### config.mk
export PLATFORM = sky130hd
export DESIGN_NAME = regfile_sb
export DESIGN_NICKNAME = d
export VERILOG_FILES = /design/src/rtl/rf_pkg.sv /design/src/rtl/regfile_sb_counter.sv /design/src/rtl/regfile_sb.sv
export SDC_FILE = /design/constraint.sdc
export NUM_CORES = 2
export LEC_CHECK = 0
export CAP_MARGIN = 40
export CORE_MARGIN = 8
export CORE_UTILIZATION = 24
export DETAILED_ROUTE_END_ITERATION = 16
export PLACE_DENSITY_LB_ADDON = 0.15
export RECOVER_POWER = 50
export SLEW_MARGIN = 20
export SYNTH_ARGS = -nofsm -noshare
export SYNTH_HDL_FRONTEND = slang
export SYNTH_SLANG_ARGS = --single-unit
### constraint.sdc
create_clock -name clk -period 73.5 [get_ports clk]
set_input_delay 7.35 -clock clk [delete_from_list [all_inputs] [get_ports clk]]
set_output_delay 7.35 -clock clk [all_outputs]
set_load 0.1 [all_outputs]
### src/rtl/rf_pkg.sv
// Shared constants and helpers for the integer register file and its scoreboard.
package rf_pkg;

  localparam int XLEN_DEF = 32;
  localparam int NREG_DEF = 32;
  localparam int REG_ZERO = 0;

  // Address width for a register file of nreg entries (nreg is a power of two).
  function automatic int addr_w(input int nreg);
    return $clog2(nreg);
  endfunction

  // Low bit of field k in a packed port built from fields of width w.
  function automatic int field_lo(input int k, input int w);
    return k * w;
  endfunction

endpackage

### src/rtl/regfile_sb_counter.sv
// Pending-writer counter for one register: counts issued-but-not-written-back
// instructions. It never wraps above the top value or below zero.
module sb_counter
  import rf_pkg::*;
#(
  parameter int CW = 2
) (
  input  logic          clk,
  input  logic          rst,
  input  logic          inc,
  input  logic          dec,
  input  logic          clr,
  output logic [CW-1:0] cnt,
  output logic          nz
);

  localparam logic [CW-1:0] CMAX = '1;

  logic dec_ok;

  assign nz     = (cnt != '0);
  assign dec_ok = dec & nz;

  // Clear wins; a simultaneous inc and dec cancel out, which keeps a full
  // counter full when issue and writeback hit the same register.
  always_ff @(posedge clk or posedge rst) begin
    if (rst)
      cnt <= '0;
    else if (clr)
      cnt <= '0;
    else if (inc && !dec_ok && cnt != CMAX)
      cnt <= cnt + CW'(1);
    else if (dec_ok && !inc)
      cnt <= cnt - CW'(1);
  end

endmodule

### src/rtl/regfile_sb.sv
// Integer register file with NRD combinational read ports, one write port,
// optional write-to-read bypass and a per-register pending-write scoreboard
// that stalls issue on RAW hazards or when a register's writer count is full.
module regfile_sb
  import rf_pkg::*;
#(
  parameter int XLEN   = XLEN_DEF,
  parameter int NREG   = NREG_DEF,
  parameter int NRD    = 2,
  parameter int BYPASS = 1,
  parameter int CW     = 2,
  localparam int AW    = addr_w(NREG)
) (
  input  logic              clk,
  input  logic              rst,
  input  logic              wr_en,
  input  logic [AW-1:0]     wr_addr,
  input  logic [XLEN-1:0]   wr_data,
  input  logic [NRD*AW-1:0] rd_addr,
  output logic [NRD*XLEN-1:0] rd_data,
  input  logic              iss_valid,
  input  logic [AW-1:0]     iss_rd,
  input  logic [NRD*AW-1:0] iss_rs,
  output logic              iss_stall,
  input  logic              flush,
  output logic [NREG-1:0]   busy_vec
);

  localparam logic [CW-1:0] CMAX = '1;

  logic [XLEN-1:0] rf  [NREG];
  logic [CW-1:0]   cnt [NREG];
  logic            issue_fire;
  logic            hazard;

  // Architectural storage; entry 0 is never written so it stays zero.
  always_ff @(posedge clk or posedge rst) begin
    if (rst) begin
      for (int i = 0; i < NREG; i++)
        rf[i] <= '0;
    end else if (wr_en && wr_addr != AW'(REG_ZERO)) begin
      rf[wr_addr] <= wr_data;
    end
  end

  // Read ports: x0 reads zero, a same-cycle write is forwarded when bypass is on.
  always_comb begin
    logic [AW-1:0] ra;
    rd_data = '0;
    ra      = '0;
    for (int k = 0; k < NRD; k++) begin
      ra = rd_addr[field_lo(k, AW) +: AW];
      if (ra == AW'(REG_ZERO))
        rd_data[k*XLEN +: XLEN] = '0;
      else if (BYPASS != 0 && wr_en && wr_addr == ra)
        rd_data[k*XLEN +: XLEN] = wr_data;
      else
        rd_data[k*XLEN +: XLEN] = rf[ra];
    end
  end

  // Issue hazards: a pending source (unless its last writer completes now and
  // is forwarded) or a destination whose writer count cannot grow.
  always_comb begin
    logic [AW-1:0] rs;
    hazard = 1'b0;
    rs     = '0;
    for (int k = 0; k < NRD; k++) begin
      rs = iss_rs[field_lo(k, AW) +: AW];
      if (rs != AW'(REG_ZERO) && cnt[rs] != '0 &&
          !(BYPASS != 0 && cnt[rs] == CW'(1) && wr_en && wr_addr == rs))
        hazard = 1'b1;
    end
    if (iss_rd != AW'(REG_ZERO) && cnt[iss_rd] == CMAX &&
        !(wr_en && wr_addr == iss_rd))
      hazard = 1'b1;
    iss_stall = iss_valid & hazard;
  end

  assign issue_fire = iss_valid & ~iss_stall & (iss_rd != AW'(REG_ZERO));

  assign cnt[0]      = '0;
  assign busy_vec[0] = 1'b0;

  // One pending-writer counter per non-zero register.
  for (genvar i = 1; i < NREG; i++) begin : g_sb
    sb_counter #(.CW(CW)) u_cnt (
      .clk (clk),
      .rst (rst),
      .inc (issue_fire && iss_rd == AW'(i)),
      .dec (wr_en && wr_addr == AW'(i)),
      .clr (flush),
      .cnt (cnt[i]),
      .nz  (busy_vec[i])
    );
  end

endmodule
==> impl_metrics.env <==
export IMPL_result_of_the_run="complete, but fails checks"
export IMPL_failed_checks="max-capacitance violations, max-slew violations"
export IMPL_ys_warn_count=0
export IMPL_grt_first_pass_wirelength_um=355500
export IMPL_slew_headroom_pct=-180.6
export IMPL_period_share_pct=26.61
export IMPL_asyncSetResetFlopFracSynth_pct=100.0
export IMPL_synthesis_area_um2=61030
export IMPL_dpl_cell_area_um2=68860
export IMPL_die_height_um=520.3
export IMPL_synth_unique_cells=70
export IMPL_die_area_um2=270700
export IMPL_remaining_drc_errors=0
export IMPL_synthToLayoutAreaGrowth_pct=19.73
export IMPL_gp_routability_congestion=0.7480
export IMPL_net_switching_share_of_the_total_power_pct=29.99
export IMPL_cts_max_path_buffers=3
export IMPL_synth_fp_nets=4682
export IMPL_clkSinkCount=1086
export IMPL_numPlacedInstances=7900
export IMPL_insertion_delay_ps=790
export IMPL_clk_pin_slew_ps=60
export IMPL_critical_path_endpoint_type="primary output"
export IMPL_max_stage_delay_ps=740
export IMPL_groute_layer_met1_usage_pct=25.76
export IMPL_tritoncts="yes"
export IMPL_proportion_of_layout_cells_with_a_drive_suffix_above_1_pct=40.92
export IMPL_grt_total_usage_pct=18.13
export IMPL_floorplan_rows=185
export IMPL_criticalPathCategory="in -> out"
export IMPL_slew_viol_final=1118
export IMPL_worstPathMaxFanout=37
export IMPL_power_per_cell_area_nw_per_um2=26.83
export IMPL_dominantRegCellSynth="sky130_fd_sc_hd__dfrtp_1"
export IMPL_grt_pass1_vias=43605
export IMPL_initial_utilization_pct=24.08
export IMPL_synth_top_cell_area_share_pct=44.53
export IMPL_post_cts_setup_buffers=0
export IMPL_post_route_cell_area_um2=73070
export IMPL_worst_hold_path_type="reg -> reg"
export IMPL_synth_edf_count=0
export IMPL_grt_antenna_before_repair=12
export IMPL_grtUsageMet2_pct=29.04
export IMPL_timing_clock_skew_ps=27.08
export IMPL_yosys_register_bits=1086
export IMPL_global_routing_met3_resource_utilization_pct=2.515
export IMPL_yosys_area_top_type="sky130_fd_sc_hd__dfrtp_1"
export IMPL_die_width_um=520.3
export IMPL_pwr_share_clk_pct=35.7
export IMPL_irDropWorstVdd_mv=0.01849
export IMPL_proportion_of_synthesized_chip_area_in_sequential_cells_pct=44.53
export IMPL_setup_ws_ps=53940
export IMPL_drt_wirelength_per_cell_um=30.63
export IMPL_dp_final_hpwl_um=148800
export IMPL_dr_pass1_iters=5
export IMPL_worst_endpoint_required_ps=66150
export IMPL_final_min_clock_period_ps=19560
export IMPL_final_hold_viol_count=0
export IMPL_place_ws_ps=53650
export IMPL_finalNonFillerCells=8150
export IMPL_synthCells=4615
export IMPL_fp_coreArea_um2=253500
export IMPL_clockRootBuffer="sky130_fd_sc_hd__clkbuf_16"
export IMPL_numPortBuffers=162
export IMPL_critical_path_cell_chain="buf_6, buf_4, buf_4, or3_4, buf_4, o221ai_1, a221oi_1, a211oi_1, a21oi_1, nor2_1, clkdlybuf4s50_1, buf_8"
export IMPL_worst_setup_path_start_kind="primary input"
export IMPL_gates_resized_cts_repair=0
export IMPL_holdBufCountCts=0
export IMPL_synth_avg_cell_area_um2=13.22
export IMPL_crit_slowest_cell="sky130_fd_sc_hd__buf_4"
export IMPL_route_vias_total=41888
export IMPL_post_detailed_routing_wire_length_um=249700
export IMPL_routed_via_density=5.140
export IMPL_setup_viol_count_final=0
export IMPL_seq_power_share_pct=39.9
export IMPL_drv_max_cap_violation_count=40
export IMPL_p_sw_mw=0.5879
export IMPL_gr_total_overflow=0
export IMPL_timing_setup_tns_ps=0
export IMPL_slew_worst_pin_ps=4209
export IMPL_p_int_mw=1.372
export IMPL_iteration_0_drc_markers=2881
export IMPL_numCtsBuffers=140
export IMPL_most_area_consuming_cells_after_synthesis="sky130_fd_sc_hd__dfrtp_1, sky130_fd_sc_hd__mux4_2, sky130_fd_sc_hd__mux2_2"
export IMPL_htreeDepth=4
export IMPL_p_leak_nw=30.72
export IMPL_antenna_left=0
export IMPL_crit_top_cell="sky130_fd_sc_hd__buf_4"
export IMPL_critical_path_n_buffers_inverters=6
export IMPL_rsz0062_at_grt="no"
export IMPL_grt_max_degree=103
export IMPL_final_net_count=4750
export IMPL_finish_utilization_pct=28.83
export IMPL_critical_path_top_delay_family="buffers and inverters"
export IMPL_combinational_fraction_of_design_power_pct=24.3
export IMPL_pin_count=164
export IMPL_timing_critical_path_arrival_ps=12210
export IMPL_max_freq_mhz=51.13
export IMPL_busiest_layer="met2"
## through the flow
stage,hold slack [ps],power (mW)
CTS,396.7,1.987
global placement,377.0,1.229
floorplan,441.3,1.107
global route,406.8,2.049
finish,392.7,1.960
detailed placement,383.3,1.274
## Yosys cell counts, types with 56 or more instances
| cell | n |
|---|---|
| sky130_fd_sc_hd__a21oi_1 | 87 |
| sky130_fd_sc_hd__nand2_1 | 601 |
| sky130_fd_sc_hd__mux2i_1 | 152 |
| sky130_fd_sc_hd__clkbuf_1 | 358 |
| sky130_fd_sc_hd__mux2_2 | 855 |
| sky130_fd_sc_hd__dfrtp_1 | 1086 |
| sky130_fd_sc_hd__nor2_1 | 97 |
| sky130_fd_sc_hd__a211oi_1 | 99 |
| sky130_fd_sc_hd__o21ai_0 | 56 |
| sky130_fd_sc_hd__mux4_2 | 558 |
| sky130_fd_sc_hd__buf_2 | 73 |
## power groups by stage
stage	sequential, mW	combinational [mW]	clock (mW)
floorplan	0.766	0.341	0
global placement	0.788	0.440	0
detailed placement	0.791	0.483	0
CTS	0.781	0.485	0.722
global route	0.798	0.508	0.743
finish	0.783	0.477	0.700
## layout make-up
cell class                      count  area (um2)
Timing Repair Buffer              450        5375
Clock inverter                     26       330.3
Tap cell                         3366        4212
Fill cell                       25634      180400
Inverter                           10       38.79
Multi-Input combinational cell   2995       31670
Clock buffer                      215        4263
Sequential cell                  1086       27180
Antenna cell                        2       5.005
## cell families (layout without fill, tap and decap cells)
kind of cell | after synthesis | count (layout) | synth area share (%)
compound gates | 416 | 416 | 4.603
mux | 1585 | 1585 | 39.43
xor+xnor | 25 | 25 | 0.3588
other cells | 1 | 3 | 0.006145
buf+inv | 534 | 701 | 3.877
simple gates | 968 | 968 | 7.192
flops | 1086 | 1086 | 44.53
## flip-flops by register name, summed over array words and instances, names as in the netlist
name            count
rf               1024
g_sb.u_cnt.cnt     62
## metal layers
layer  part of all wire (%)  wire [um]  vias up
met1                     46     116000    22996
met5                 0.0036          9        -
met2                     47     116600     1103
met3                    4.1      10270      327
met4                    2.7       6769        2
li1                       -          -    17460
## path summary, 6_finish.rpt
kind                                  startpoint               endpoint  slack (ps)  cells after the start
min reg2reg                             rf[1017]               rf[1017]         390                      0
max reg2reg                g_sb[11].u_cnt.cnt[1]  g_sb[22].u_cnt.cnt[0]       70330                      9
min                                     rf[1017]               rf[1017]         390                      0
max in group asynchronous                    rst                rf[849]       55720                      7
min in group asynchronous                    rst                rf[450]        7580                      2
max                                   rd_addr[3]            rd_data[24]       53940                     12
## placed cells by master, fill, tap and decap left out, types with 38 or more instances in the layout
cell,netlist,routed
sky130_fd_sc_hd__nand2_1,601,597
sky130_fd_sc_hd__buf_8,1,72
sky130_fd_sc_hd__clkbuf_16,0,146
sky130_fd_sc_hd__buf_4,46,101
sky130_fd_sc_hd__a211oi_1,99,98
sky130_fd_sc_hd__nor2b_1,46,45
sky130_fd_sc_hd__a21oi_1,87,87
sky130_fd_sc_hd__clkdlybuf4s50_1,0,142
sky130_fd_sc_hd__mux2_2,855,855
sky130_fd_sc_hd__mux4_2,558,558
sky130_fd_sc_hd__nor2_1,97,87
sky130_fd_sc_hd__clkbuf_1,358,82
sky130_fd_sc_hd__o21ai_0,56,56
sky130_fd_sc_hd__buf_16,0,58
sky130_fd_sc_hd__mux2i_1,152,152
sky130_fd_sc_hd__dfrtp_1,1086,1086
sky130_fd_sc_hd__o211ai_1,38,38
(Power assumes the default switching activity.)
